File: config.mk
export PLATFORM = sky130hd
export DESIGN_NAME = router_pkt_tx
export DESIGN_NICKNAME = d
export VERILOG_FILES = /design/src/rtl/router_pkg.sv /design/src/rtl/router_tx_buf.sv /design/src/rtl/router_pkt_tx.sv
export SDC_FILE = /design/constraint.sdc
export NUM_CORES = 1
export LEC_CHECK = 0
export BUFFER_PORTS_ARGS = -buffer_cell sky130_fd_sc_hd__buf_2
export CORE_UTILIZATION = 63
export DETAILED_ROUTE_END_ITERATION = 6
export GPL_TIMING_DRIVEN = 0
export HOLD_SLACK_MARGIN = 0.05
export PLACE_DENSITY = 0.85
export SLEW_MARGIN = 20
export SYNTH_ARGS = -nofsm -noshare
export SYNTH_HDL_FRONTEND = slang
export SYNTH_HIERARCHICAL = 1
export SYNTH_SLANG_ARGS = --single-unit
File: constraint.sdc
create_clock -name clock -period 6.16 [get_ports clock]
set_input_delay 0.924 -clock clock [delete_from_list [all_inputs] [get_ports clock]]
set_output_delay 0.924 -clock clock [all_outputs]
set_load 0.02 [all_outputs]
File: src/rtl/router_pkg.sv
// rtl/router_pkg.sv - shared constants, tx state encoding and header builder for the router packet transmitter
package router_pkg;

    localparam int DATA_W = 8;
    localparam int LEN_W  = 6;
    localparam int ADDR_W = 2;

    localparam logic [ADDR_W-1:0] ADDR_INVALID = 2'b11;

    localparam logic [2:0] TX_IDLE    = 3'd0;
    localparam logic [2:0] TX_FILL    = 3'd1;
    localparam logic [2:0] TX_HEADER  = 3'd2;
    localparam logic [2:0] TX_PAYLOAD = 3'd3;
    localparam logic [2:0] TX_PARITY  = 3'd4;
    localparam logic [2:0] TX_GAP     = 3'd5;

    typedef enum logic [2:0] {
        ST_IDLE    = TX_IDLE,
        ST_FILL    = TX_FILL,
        ST_HEADER  = TX_HEADER,
        ST_PAYLOAD = TX_PAYLOAD,
        ST_PARITY  = TX_PARITY,
        ST_GAP     = TX_GAP
    } tx_state_t;

    // Header byte on the wire: length in the upper six bits, destination in the lower two.
    function automatic logic [DATA_W-1:0] build_header(input logic [LEN_W-1:0]  len,
                                                       input logic [ADDR_W-1:0] addr);
        return {len, addr};
    endfunction

endpackage

File: src/rtl/router_tx_buf.sv
// rtl/router_tx_buf.sv - 64x8 payload buffer, synchronous write, asynchronous read
// Ports:
//   clock            write clock
//   wr_en/wr_addr/wr_data   write port
//   rd_addr/rd_data         combinational read port
module router_tx_buf
    import router_pkg::*;
(
    input  logic              clock,
    input  logic              wr_en,
    input  logic [LEN_W-1:0]  wr_addr,
    input  logic [DATA_W-1:0] wr_data,
    input  logic [LEN_W-1:0]  rd_addr,
    output logic [DATA_W-1:0] rd_data
);

    logic [DATA_W-1:0] mem [0:(1<<LEN_W)-1];

    always_ff @(posedge clock) begin
        if (wr_en) begin
            mem[wr_addr] <= wr_data;
        end
    end

    assign rd_data = mem[rd_addr];

endmodule

File: src/rtl/router_pkt_tx.sv
// rtl/router_pkt_tx.sv - packet transmitter driving the router's pkt_valid/data_in/busy input port
// Ports:
//   clock, reset                 rising-edge clock, synchronous active-high reset
//   start, dest_addr, payload_len, req_ready   packet request, accepted only in IDLE
//   src_data, src_valid, src_ready             upstream payload byte stream
//   busy                         router back-pressure; holds the current wire byte
//   pkt_valid, data_out          wire to the router
//   done                         pulse on the last gap cycle
//   err                          pulse one cycle after a rejected request
module router_pkt_tx
    import router_pkg::*;
#(
    parameter int GAP_CYCLES = 2
) (
    input  logic              clock,
    input  logic              reset,
    input  logic              start,
    input  logic [ADDR_W-1:0] dest_addr,
    input  logic [LEN_W-1:0]  payload_len,
    output logic              req_ready,
    input  logic [DATA_W-1:0] src_data,
    input  logic              src_valid,
    output logic              src_ready,
    input  logic              busy,
    output logic              pkt_valid,
    output logic [DATA_W-1:0] data_out,
    output logic              done,
    output logic              err
);

    localparam int GAP_W = 8;

    tx_state_t         state;
    logic [ADDR_W-1:0] addr;
    logic [LEN_W-1:0]  len;
    logic [LEN_W-1:0]  wr_ptr;
    logic [LEN_W-1:0]  rd_ptr;
    logic [DATA_W-1:0] parity;
    logic [GAP_W-1:0]  gap_cnt;
    logic              err_q;

    logic              req_ok;
    logic              wr_en;
    logic [DATA_W-1:0] rd_data;

    assign req_ok = (dest_addr != ADDR_INVALID) && (payload_len != '0);
    assign wr_en  = (state == ST_FILL) && src_valid;

    router_tx_buf u_buf (
        .clock   (clock),
        .wr_en   (wr_en),
        .wr_addr (wr_ptr),
        .wr_data (src_data),
        .rd_addr (rd_ptr),
        .rd_data (rd_data)
    );

    always_ff @(posedge clock) begin
        if (reset) begin
            state   <= ST_IDLE;
            addr    <= '0;
            len     <= '0;
            wr_ptr  <= '0;
            rd_ptr  <= '0;
            parity  <= '0;
            gap_cnt <= '0;
            err_q   <= 1'b0;
        end else begin
            err_q <= 1'b0;
            case (state)
                ST_IDLE: begin
                    if (start) begin
                        if (req_ok) begin
                            addr   <= dest_addr;
                            len    <= payload_len;
                            parity <= build_header(payload_len, dest_addr);
                            wr_ptr <= '0;
                            state  <= ST_FILL;
                        end else begin
                            err_q <= 1'b1;
                        end
                    end
                end
                ST_FILL: begin
                    if (src_valid) begin
                        parity <= parity ^ src_data;
                        wr_ptr <= wr_ptr + 1'b1;
                        if (wr_ptr == len - 1'b1) begin
                            state <= ST_HEADER;
                        end
                    end
                end
                ST_HEADER: begin
                    if (!busy) begin
                        rd_ptr <= '0;
                        state  <= ST_PAYLOAD;
                    end
                end
                ST_PAYLOAD: begin
                    // rd_ptr may step to len after the last byte; it is never read there.
                    if (!busy) begin
                        rd_ptr <= rd_ptr + 1'b1;
                        if (rd_ptr == len - 1'b1) begin
                            state <= ST_PARITY;
                        end
                    end
                end
                ST_PARITY: begin
                    if (!busy) begin
                        gap_cnt <= GAP_W'(GAP_CYCLES);
                        state   <= ST_GAP;
                    end
                end
                ST_GAP: begin
                    // Counts down; the cycle showing 1 is the last gap cycle.
                    if (gap_cnt <= GAP_W'(1)) begin
                        gap_cnt <= '0;
                        state   <= ST_IDLE;
                    end else begin
                        gap_cnt <= gap_cnt - 1'b1;
                    end
                end
                default: state <= ST_IDLE;
            endcase
        end
    end

    assign req_ready = (state == ST_IDLE);
    assign src_ready = (state == ST_FILL);
    assign pkt_valid = (state == ST_HEADER) || (state == ST_PAYLOAD);
    assign done      = (state == ST_GAP) && (gap_cnt == GAP_W'(1));
    assign err       = err_q;

    always_comb begin
        data_out = '0;
        case (state)
            ST_HEADER:  data_out = build_header(len, addr);
            ST_PAYLOAD: data_out = rd_data;
            ST_PARITY:  data_out = parity;
            default:    data_out = '0;
        endcase
    end

endmodule

=== Word level (Yosys, flattened, before mapping) ===
Memories as Yosys holds them, arrays and structs flattened. A register that Yosys moved wholly into a read port is not among the register bits.
Index checks and enable logic that the tools add are counted.

* Flip-flop bits (word level): 40
* Bits in writable memories: 512
* Input bits: 21
* Output and inout port bits: 13
* Word-level logic and storage cells: 80
* Memories kept: 1

{| class="wikitable"
|+ Memories
! name !! words !! width !! rd ports !! clocked after memory_dff !! wr ports !! line !! source
|-
| u_buf.mem || 64 || 8 || 1 || 1 || 1 || router_tx_buf.sv:17 || <nowiki>logic [DATA_W-1:0] mem [0:(1<<LEN_W)-1];</nowiki>
|}

* Add/sub/neg operators: 4
* Magnitude comparators: 1
* Equality and inequality tests: 18
* Muxes and demuxes: 30
* Bitwise gates (word level): 3
* Reduce and logical (&&, ||, !) cells: 15

{| class="wikitable"
|+ Operators by type and width
! cell !! number
|-
| two-way mux 6 bit || 7
|-
| two-way mux 8 bit || 5
|-
| case mux 8 bit (2 select lines) || 2
|-
| two-way mux 3 bit || 9
|-
| case mux 6 bit (2 select lines) || 2
|-
| case mux 8 bit (3 select lines) || 1
|-
| case mux 3 bit (6 select lines) || 1
|-
| != test 2 bit (second input constant) || 8
|-
| adder 6 x 1 -> 6 bit (second input constant) || 2
|-
| equality test 6 bit || 2
|-
| AND reduction 9 bit || 1
|-
| equality test 8 x 1 -> 1 bit (second input constant) || 1
|-
| <= comparator 8 x 1 -> 1 bit (second input constant) || 1
|-
| subtractor 8 x 1 -> 8 bit (second input constant) || 1
|-
| XOR 8 bit || 1
|-
| equality test 3 x 2 -> 1 bit (second input constant) || 2
|-
| equality test 3 bit (second input constant) || 2
|-
| AND reduction 3 bit || 2
|-
| nonzero test 2 bit || 3
|-
| nonzero test 6 bit || 1
|-
| subtractor 6 x 1 -> 6 bit (second input constant) || 1
|-
| != test 2 x 1 -> 1 bit (second input constant) || 2
|-
| AND reduction 4 bit || 1
|-
| equality test 3 x 1 -> 1 bit (second input constant) || 1
|-
| 7 further kinds || 12
|}

=== Depth between registers and ports, before layout ===
Gate-level depths: netlist of run 1.

* Depth after elaboration: 5
* Gate-level depth with buffers: 11
* Mapped depth without buffers: 8

=== Hierarchy ===
Netlist of run 1, hierarchy kept.

{| class="wikitable"
|+ Modules (own cells, without submodules)
! module !! instances !! cells each !! area an instance (µm²) !! seq. area each (µm²)
|-
| router_tx_buf || 1 || 932 || 20006.7 || 15374.7
|-
| router_pkt_tx || 1 || 306 || 2456.1 || 800.8
|}

=== Least setup slack after synthesis of run 1 ===
Ideal clock, no wire load.

* Path kind: register -> output
* Start point: register, netlist name rd_ptr[0]
* End point: output port data_out[6]
* Arrival time: 2.432 ns
* Data required time: 5.236 ns
* Setup slack: 2.804 ns
* Stages on the path, launching flop included: 12
* Path buffers: 5
* Cells stage by stage: dfxtp_1 > buf_6 > buf_12 > buf_12 > buf_4 > buf_4 > a211oi_1 > nor4_1 > nor3_1 > o32ai_1 > mux2i_1 > o21ai_0

{| class="wikitable"
|+ RTL lines
! element !! line !! source
|-
| end: declaration || router_pkt_tx.sv:26 || <nowiki>output logic [DATA_W-1:0] data_out,</nowiki>
|}

==> flow_summary.json, run 1 <==
{
  "outcome": "completed",
  "cp_max_fo": 10,
  "arrival_ps": 4470,
  "first_pass_iters": 6,
  "dpl.hpwl_um": 34650,
  "htree_levels": 2,
  "crit_start": "rd_ptr[1]$_SDFFE_PP0P_",
  "ys_ff_latch": 552,
  "top_layer_used": "met4",
  "critPathCaptureType": "output pin",
  "peakVddDrop_v": 0.0002462,
  "fp.dieH_um": 190.8,
  "io_pins": 34,
  "io_buffers": 32,
  "final_cell_count_no_fill": 1820,
  "vias_per_cell": 7.084,
  "fill_cells": 1979,
  "final.setup.tns_ps": 0,
  "cts_num_sinks": 552,
  "clockBufferDepth": 3,
  "gp_congestion": 0.9905,
  "die_width_um": 190.8,
  "period_needed_ps": 5390,
  "postRouteAntennaNets": 0,
  "grt_pass1_wl_um": 82160,
  "synth_edf_count": 512,
  "yosysWarnings": 6,
  "hold_viol_final": 0,
  "place_inst": 1725,
  "grt_pass1_vias": 12627,
  "clock_skew_ps": 26.95,
  "drive_gt1_share_pct": 21.83,
  "ctsResizeCount": 0,
  "power.leakage_nw": 7.676,
  "area_growth_syn_to_layout_pct": 10.73,
  "grt_overflow": 0,
  "synth_nets": 1264,
  "ys.flop_type": "edfxtp_1",
  "cts_root_buf": "clkbuf_16",
  "antenna_found_initial": 0,
  "num_vias": 12892,
  "initial_core_util_pct": 64.55,
  "cts_setup_buffers": 0,
  "wl_met1_um": 19440,
  "criticalPathCategory": "reg -> out",
  "wl_um": 56350,
  "rsz0062_at_grt": "no",
  "grt_max_degree": 67,
  "met2_length_um": 27220,
  "cts_tree": "yes",
  "rows": 68,
  "routedWlPerCell_um": 30.96,
  "synth_cell_types": 65,
  "finalSetupViolCount": 0,
  "cts_buffers": 51,
  "drt_iter0_markers": 1898,
  "ys_seq_area_share_pct": 72.01,
  "postSynthAreaPerCell_um2": 18.14,
  "mappedNetlistArea_mm2": 0.02246,
  "slew_viol_final": 0,
  "clk_latency_ps": 600,
  "postCtsHoldBufs": 0,
  "max_freq_mhz": 185.5,
  "cts.clk_slew.worst_paths_ps": 60,
  "max_cap_violations": 0,
  "power_density_mw_per_mm2": 309.6,
  "start_kind": "flop",
  "synthCells": 1238,
  "relSlewSlack_pct": 24.02,
  "drc": 0,
  "worstPathRequired_ps": 5240,
  "hp-class": "reg -> reg",
  "async_reset_ff_share_pct": 0,
  "fin_nets": 1350,
  "regToRegStartpoint": "state[1]$_SDFFE_PP0P_",
  "post-route-period-util_pct": 87.51,
  "wl_met3_um": 6778,
  "grt_usage_pct": 31.93,
  "worstMarginPinSlew_ps": 1111,
  "dieArea_mm2": 0.03641,
  "core_area_mm2": 0.03480,
  "hp-start": "gap_cnt[7]$_SDFFE_PP0P_",
  "insertedDiodeCount": 0
}
==> metrics by stage <==
stage / utilization (%) / instance area, µm² / hold WS [ps] / power [mW] / worst slack (ps)
2_1_floorplan: - / 22460 / 449.0 / 4.474 / 2804
3_3_place_gp: 66.65 / 23190 / 469.0 / 4.613 / 1729
3_5_place_dp: 66.65 / 23190 / 474.1 / 4.629 / 1691
4_1_cts: 71.38 / 24840 / 487.0 / 7.698 / 1047
5_1_grt: 71.48 / 24870 / 533.4 / 7.867 / 788.8
6_report: 71.48 / 24870 / 496.0 / 7.701 / 769.6
==> worst paths after layout <==
kind,depth (start not counted),slack (ps),end
setup / recovery,12,770,data_out[3]
hold / removal,1,500,gap_cnt[7]$_SDFFE_PP0P_
setup reg to reg,7,2720,u_buf/mem[2][0]$_DFFE_PP_
hold reg to reg,1,500,gap_cnt[7]$_SDFFE_PP0P_
==> per-layer routing <==
layer / track usage [%] / up-vias
met5: 0 / -
met4: 14.62 / 0
met3: 6.643 / 215
met2: 50.86 / 1031
met1: 42.83 / 6490
li1: - / 5156
==> sequential cells by signal, summed over array words and instances, names as in the netlist <==
signal,cells
parity,8
addr,2
len,6
wr_ptr,6
err,1
rd_ptr,6
state,3
u_buf/mem,512
gap_cnt,8
==> synthesized netlist by cell type (3+ instances only) <==
library cell / n / area [µm²]
edfxtp_1: 512 / 15370
nor2_1: 127 / 476.7
mux4_2: 126 / 2838
nand2_1: 44 / 165.2
dfxtp_1: 40 / 800.8
mux2i_1: 38 / 380.4
clkbuf_1: 26 / 97.59
a21oi_1: 24 / 120.1
nand3_1: 19 / 95.09
o21ai_0: 19 / 95.09
buf_2: 17 / 85.08
nor2b_1: 15 / 93.84
buf_4: 14 / 105.1
xor2_1: 14 / 122.6
mux2_2: 13 / 146.4
nor3_1: 13 / 65.06
nand2b_1: 11 / 68.82
o21ai_1: 10 / 50.05
inv_1: 9 / 33.78
nand4_1: 9 / 56.30
nor3b_1: 9 / 67.56
a2bb2oi_1: 8 / 70.07
o221ai_1: 8 / 70.07
o22ai_1: 8 / 50.05
a221oi_1: 7 / 61.31
a211oi_1: 6 / 45.04
a31oi_1: 5 / 31.28
buf_1: 5 / 18.77
buf_6: 5 / 56.30
ha_1: 5 / 62.56
nor4_1: 5 / 31.28
xnor2_1: 5 / 43.79
a22oi_1: 4 / 30.03
nand3b_1: 4 / 30.03
or2_2: 4 / 25.02
a311oi_1: 3 / 26.28
o2111ai_1: 3 / 26.28
o21a_1: 3 / 22.52
o221a_2: 3 / 33.78
o2bb2ai_1: 3 / 26.28
==> area by class of cell <==
cell class	count	area, µm²	share of cell area [%]
plain buffers	69	402.9	1.620
clock buffers	61	1355	5.448
clock inverters	33	290.3	1.167
inverters	9	33.78	0.1358
multi-input cells	608	5862	23.57
flip-flops and latches	552	16180	65.03
well taps	455	569.3	2.289
repair buffers	33	185.2	0.7445
==> layout by cell type (no fill, tap or decap), types with 7 or more instances in the layout <==
master	Yosys	final
nand3_1	19	19
inv_1	9	9
a2bb2oi_1	8	8
clkinv_2	0	11
nor2_1	127	127
nand4_1	9	9
nor3b_1	9	9
dfxtp_1	40	40
clkbuf_16	0	52
mux4_2	126	126
o21ai_0	19	19
o221ai_1	8	8
a21oi_1	24	24
nor3_1	13	11
buf_2	17	41
clkbuf_1	26	33
a221oi_1	7	7
o21ai_1	10	10
nand2b_1	11	11
o22ai_1	8	8
mux2_2	13	13
buf_4	14	22
edfxtp_1	512	512
nor2b_1	15	15
clkinv_1	0	14
mux2i_1	38	38
xor2_1	14	14
nand2_1	44	44
==> kinds of logic after synthesis <==
group                      Yosys count  synth area share [%]
buffers and inverters               78                 1.944
xor gates and xnor gates            21                0.9413
muxes                              177                 14.98
adders and majority gates            5                0.2785
AOI/OAI and AO/OA                  132                 4.133
DFF                                552                 72.01
and+or+nand+nor                    273                 5.715
==> critical path, stage by stage, from the launching register on <==
cell and delay, ps:
dfxtp_1 450, buf_4 270, buf_2 300, buf_4 300
buf_2 370, nand3_1 470, o221ai_1 490, a21oi_1 70
o21ai_1 360, o41ai_1 280, mux2i_1 230, o21ai_0 100
buf_2 180
==> power breakdown <==
group	switching [mW]	internal, mW	total, mW
clock	1.36	1.77	3.13
combinational	0.274	0.143	0.417
sequential	0.0298	4.12	4.15
Note: power is estimated with default switching activity, not from simulation.
==> inputs of run 2 (changes only) <==
--- a/config.mk
+++ b/config.mk
@@ -6,11 +6,12 @@
 export NUM_CORES = 1
 export LEC_CHECK = 0
 export BUFFER_PORTS_ARGS = -buffer_cell sky130_fd_sc_hd__buf_2
-export CORE_UTILIZATION = 63
+export CORE_UTILIZATION = 56
 export DETAILED_ROUTE_END_ITERATION = 6
 export GPL_TIMING_DRIVEN = 0
 export HOLD_SLACK_MARGIN = 0.05
-export PLACE_DENSITY = 0.85
+export PLACE_DENSITY = 0.8
+export RECOVER_POWER = 100
 export SLEW_MARGIN = 20
 export SYNTH_ARGS = -nofsm -noshare
 export SYNTH_HDL_FRONTEND = slang
==> constraint.sdc (replaced) <==
create_clock -name clock -period 4.89 [get_ports clock]
set_input_delay 0.7335 -clock clock [delete_from_list [all_inputs] [get_ports clock]]
set_output_delay 0.7335 -clock clock [all_outputs]
set_load 0.02 [all_outputs]
==> flow_summary.json, run 2 (same netlist as run 1, synthesis figures left out) <==
{
  "postCtsHoldBufs": 0,
  "drc": 0,
  "largest_registers": "u_buf/mem (512), gap_cnt (8), parity (8)",
  "design_area_mm2": 0.02488,
  "cts_num_sinks": 552,
  "vias_per_cell": 6.600,
  "hold_path_depth": 3,
  "top_register": "u_buf/mem",
  "whs_ps": 452.4,
  "cp_max_fo": 10,
  "clock_skew_ps": 12.74,
  "max_freq_mhz": 204.6,
  "worst_slack_ps": 1.946,
  "final_cell_count_no_fill": 1887,
  "rows": 73,
  "place_area_mm2": 0.02330,
  "cts_tree": "yes",
  "finalSetupViolCount": 0,
  "hold_viol_final": 0,
  "seqCellArea_mm2": 0.01618,
  "first_pass_iters": 6,
  "peakVddDrop_v": 0.0005786,
  "fill_cells": 2720,
  "grt_overflow": 0,
  "post-place-ws_ps": 455.0,
  "final_core_util_pct": 62.76,
  "start_kind": "flop",
  "power_density_mw_per_mm2": 387.3,
  "most-common-layout-cells": "512 x edfxtp_1, 127 x nor2_1, 126 x mux4_2, 54 x clkbuf_1, 53 x clkbuf_16",
  "dpl.hpwl_um": 33900,
  "postRouteAntennaNets": 0,
  "cts.clk_slew.worst_paths_ps": 60,
  "period_needed_ps": 4888,
  "routedWlPerCell_um": 28.62,
  "drive_gt1_share_pct": 20.63,
  "max_cap_violations": 8,
  "final_common_cell": "edfxtp_1",
  "io_pins": 34,
  "grt_pass1_vias": 12439,
  "largest_reg_flops": 512,
  "num_vias": 12454,
  "drt_iter0_markers": 1728,
  "wl_um": 54010,
  "r2r.worst_path.cells": 7,
  "gp_congestion": 0.9730,
  "slew_viol_final": 536,
  "cts_buffers": 52,
  "cts_setup_buffers": 0,
  "power.leakage_nw": 7.577,
  "worstPathRequired_ps": 4160,
  "dieArea_mm2": 0.04092,
  "multi_input_area_mm2": 0.005849,
  "die_width_um": 202.3,
  "grt_max_degree": 67,
  "fin_nets": 1347,
  "violations": "max-capacitance violations, max-slew violations",
  "insertedDiodeCount": 0,
  "criticalPathCategory": "reg -> out",
  "worstMarginPinSlew_ps": 3184,
  "area_growth_syn_to_layout_pct": 10.75,
  "critPathCaptureType": "output pin",
  "antenna_found_initial": 1,
  "reg2reg_slack_ps": 1360,
  "grt_usage_pct": 27.13,
  "cts_root_buf": "clkbuf_16",
  "fp.dieH_um": 202.3,
  "hp-class": "in -> reg",
  "clk_latency_ps": 590,
  "clockBufferDepth": 3,
  "relSlewSlack_pct": -112.3,
  "io_buffers": 32,
  "outcome": "finished with violations",
  "htree_levels": 2,
  "core_area_mm2": 0.03964,
  "grt_pass1_wl_um": 79810,
  "arrival_ps": 4150,
  "post-route-period-util_pct": 99.96,
  "place_inst": 1795,
  "initial_core_util_pct": 56.67
}
==> run 2: metrics by stage <==
step	total power, mW	TNS (ps)
5_1_grt	9.907	-0.3393
2_1_floorplan	5.636	0
3_3_place_gp	5.810	0
6_report	9.634	0
3_5_place_dp	5.830	0
4_1_cts	9.685	0
==> run 2: per-layer routing <==
metal	up-vias	track usage [%]	part of all wire, %
li1	5157	-	-
met1	6359	37.18	37
met4	0	11.22	3.9
met2	792	42.69	48
met3	146	5.853	11
met5	-	0	0
==> run 2: final cells by class <==
cell class / count / share of cell area, %
plain buffers: 66 / 1.544
clock buffers: 64 / 5.497
clock inverters: 31 / 1.071
inverters: 9 / 0.1358
multi-input cells: 608 / 23.51
flip-flops and latches: 552 / 65.03
well taps: 525 / 2.640
repair buffers: 32 / 0.5734
==> run 2: power breakdown <==
part	total, mW	internal [mW]	switching (mW)
sequential	5.24	5.20	0.0360
combinational	0.491	0.163	0.328
clock	3.90	2.20	1.70
total	9.63	7.57	2.07
==> run 2: final timing paths <==
| kind | start | to |
|---|---|---|
| worst min register to register | gap_cnt[7]$_SDFFE_PP0P_ | gap_cnt[7]$_SDFFE_PP0P_ |
| worst max register to register | state[1]$_SDFFE_PP0P_ | u_buf/mem[14][7]$_DFFE_PP_ |
| worst max-delay path | rd_ptr[1]$_SDFFE_PP0P_ | data_out[4] |
| worst min-delay path | payload_len[5] | len[5]$_SDFFE_PP0P_ |
==> run 2: worst max-delay path, cell delays in order (launching register included) <==
cell     delay, ps
dfxtp_1        440
buf_4          250
buf_2          310
buf_4          330
buf_2          440
nor2_1         110
nor4_1         370
nor3_1         170
o32ai_2        470
mux2i_1        150
o21ai_0        270
buf_2          220
==> run 2: what timing repair did <==
action | CTS | global route
endpoints found under the hold margin | 0 | 0
endpoints found under the setup margin | 4 | 6
resized for setup | 2 | 8
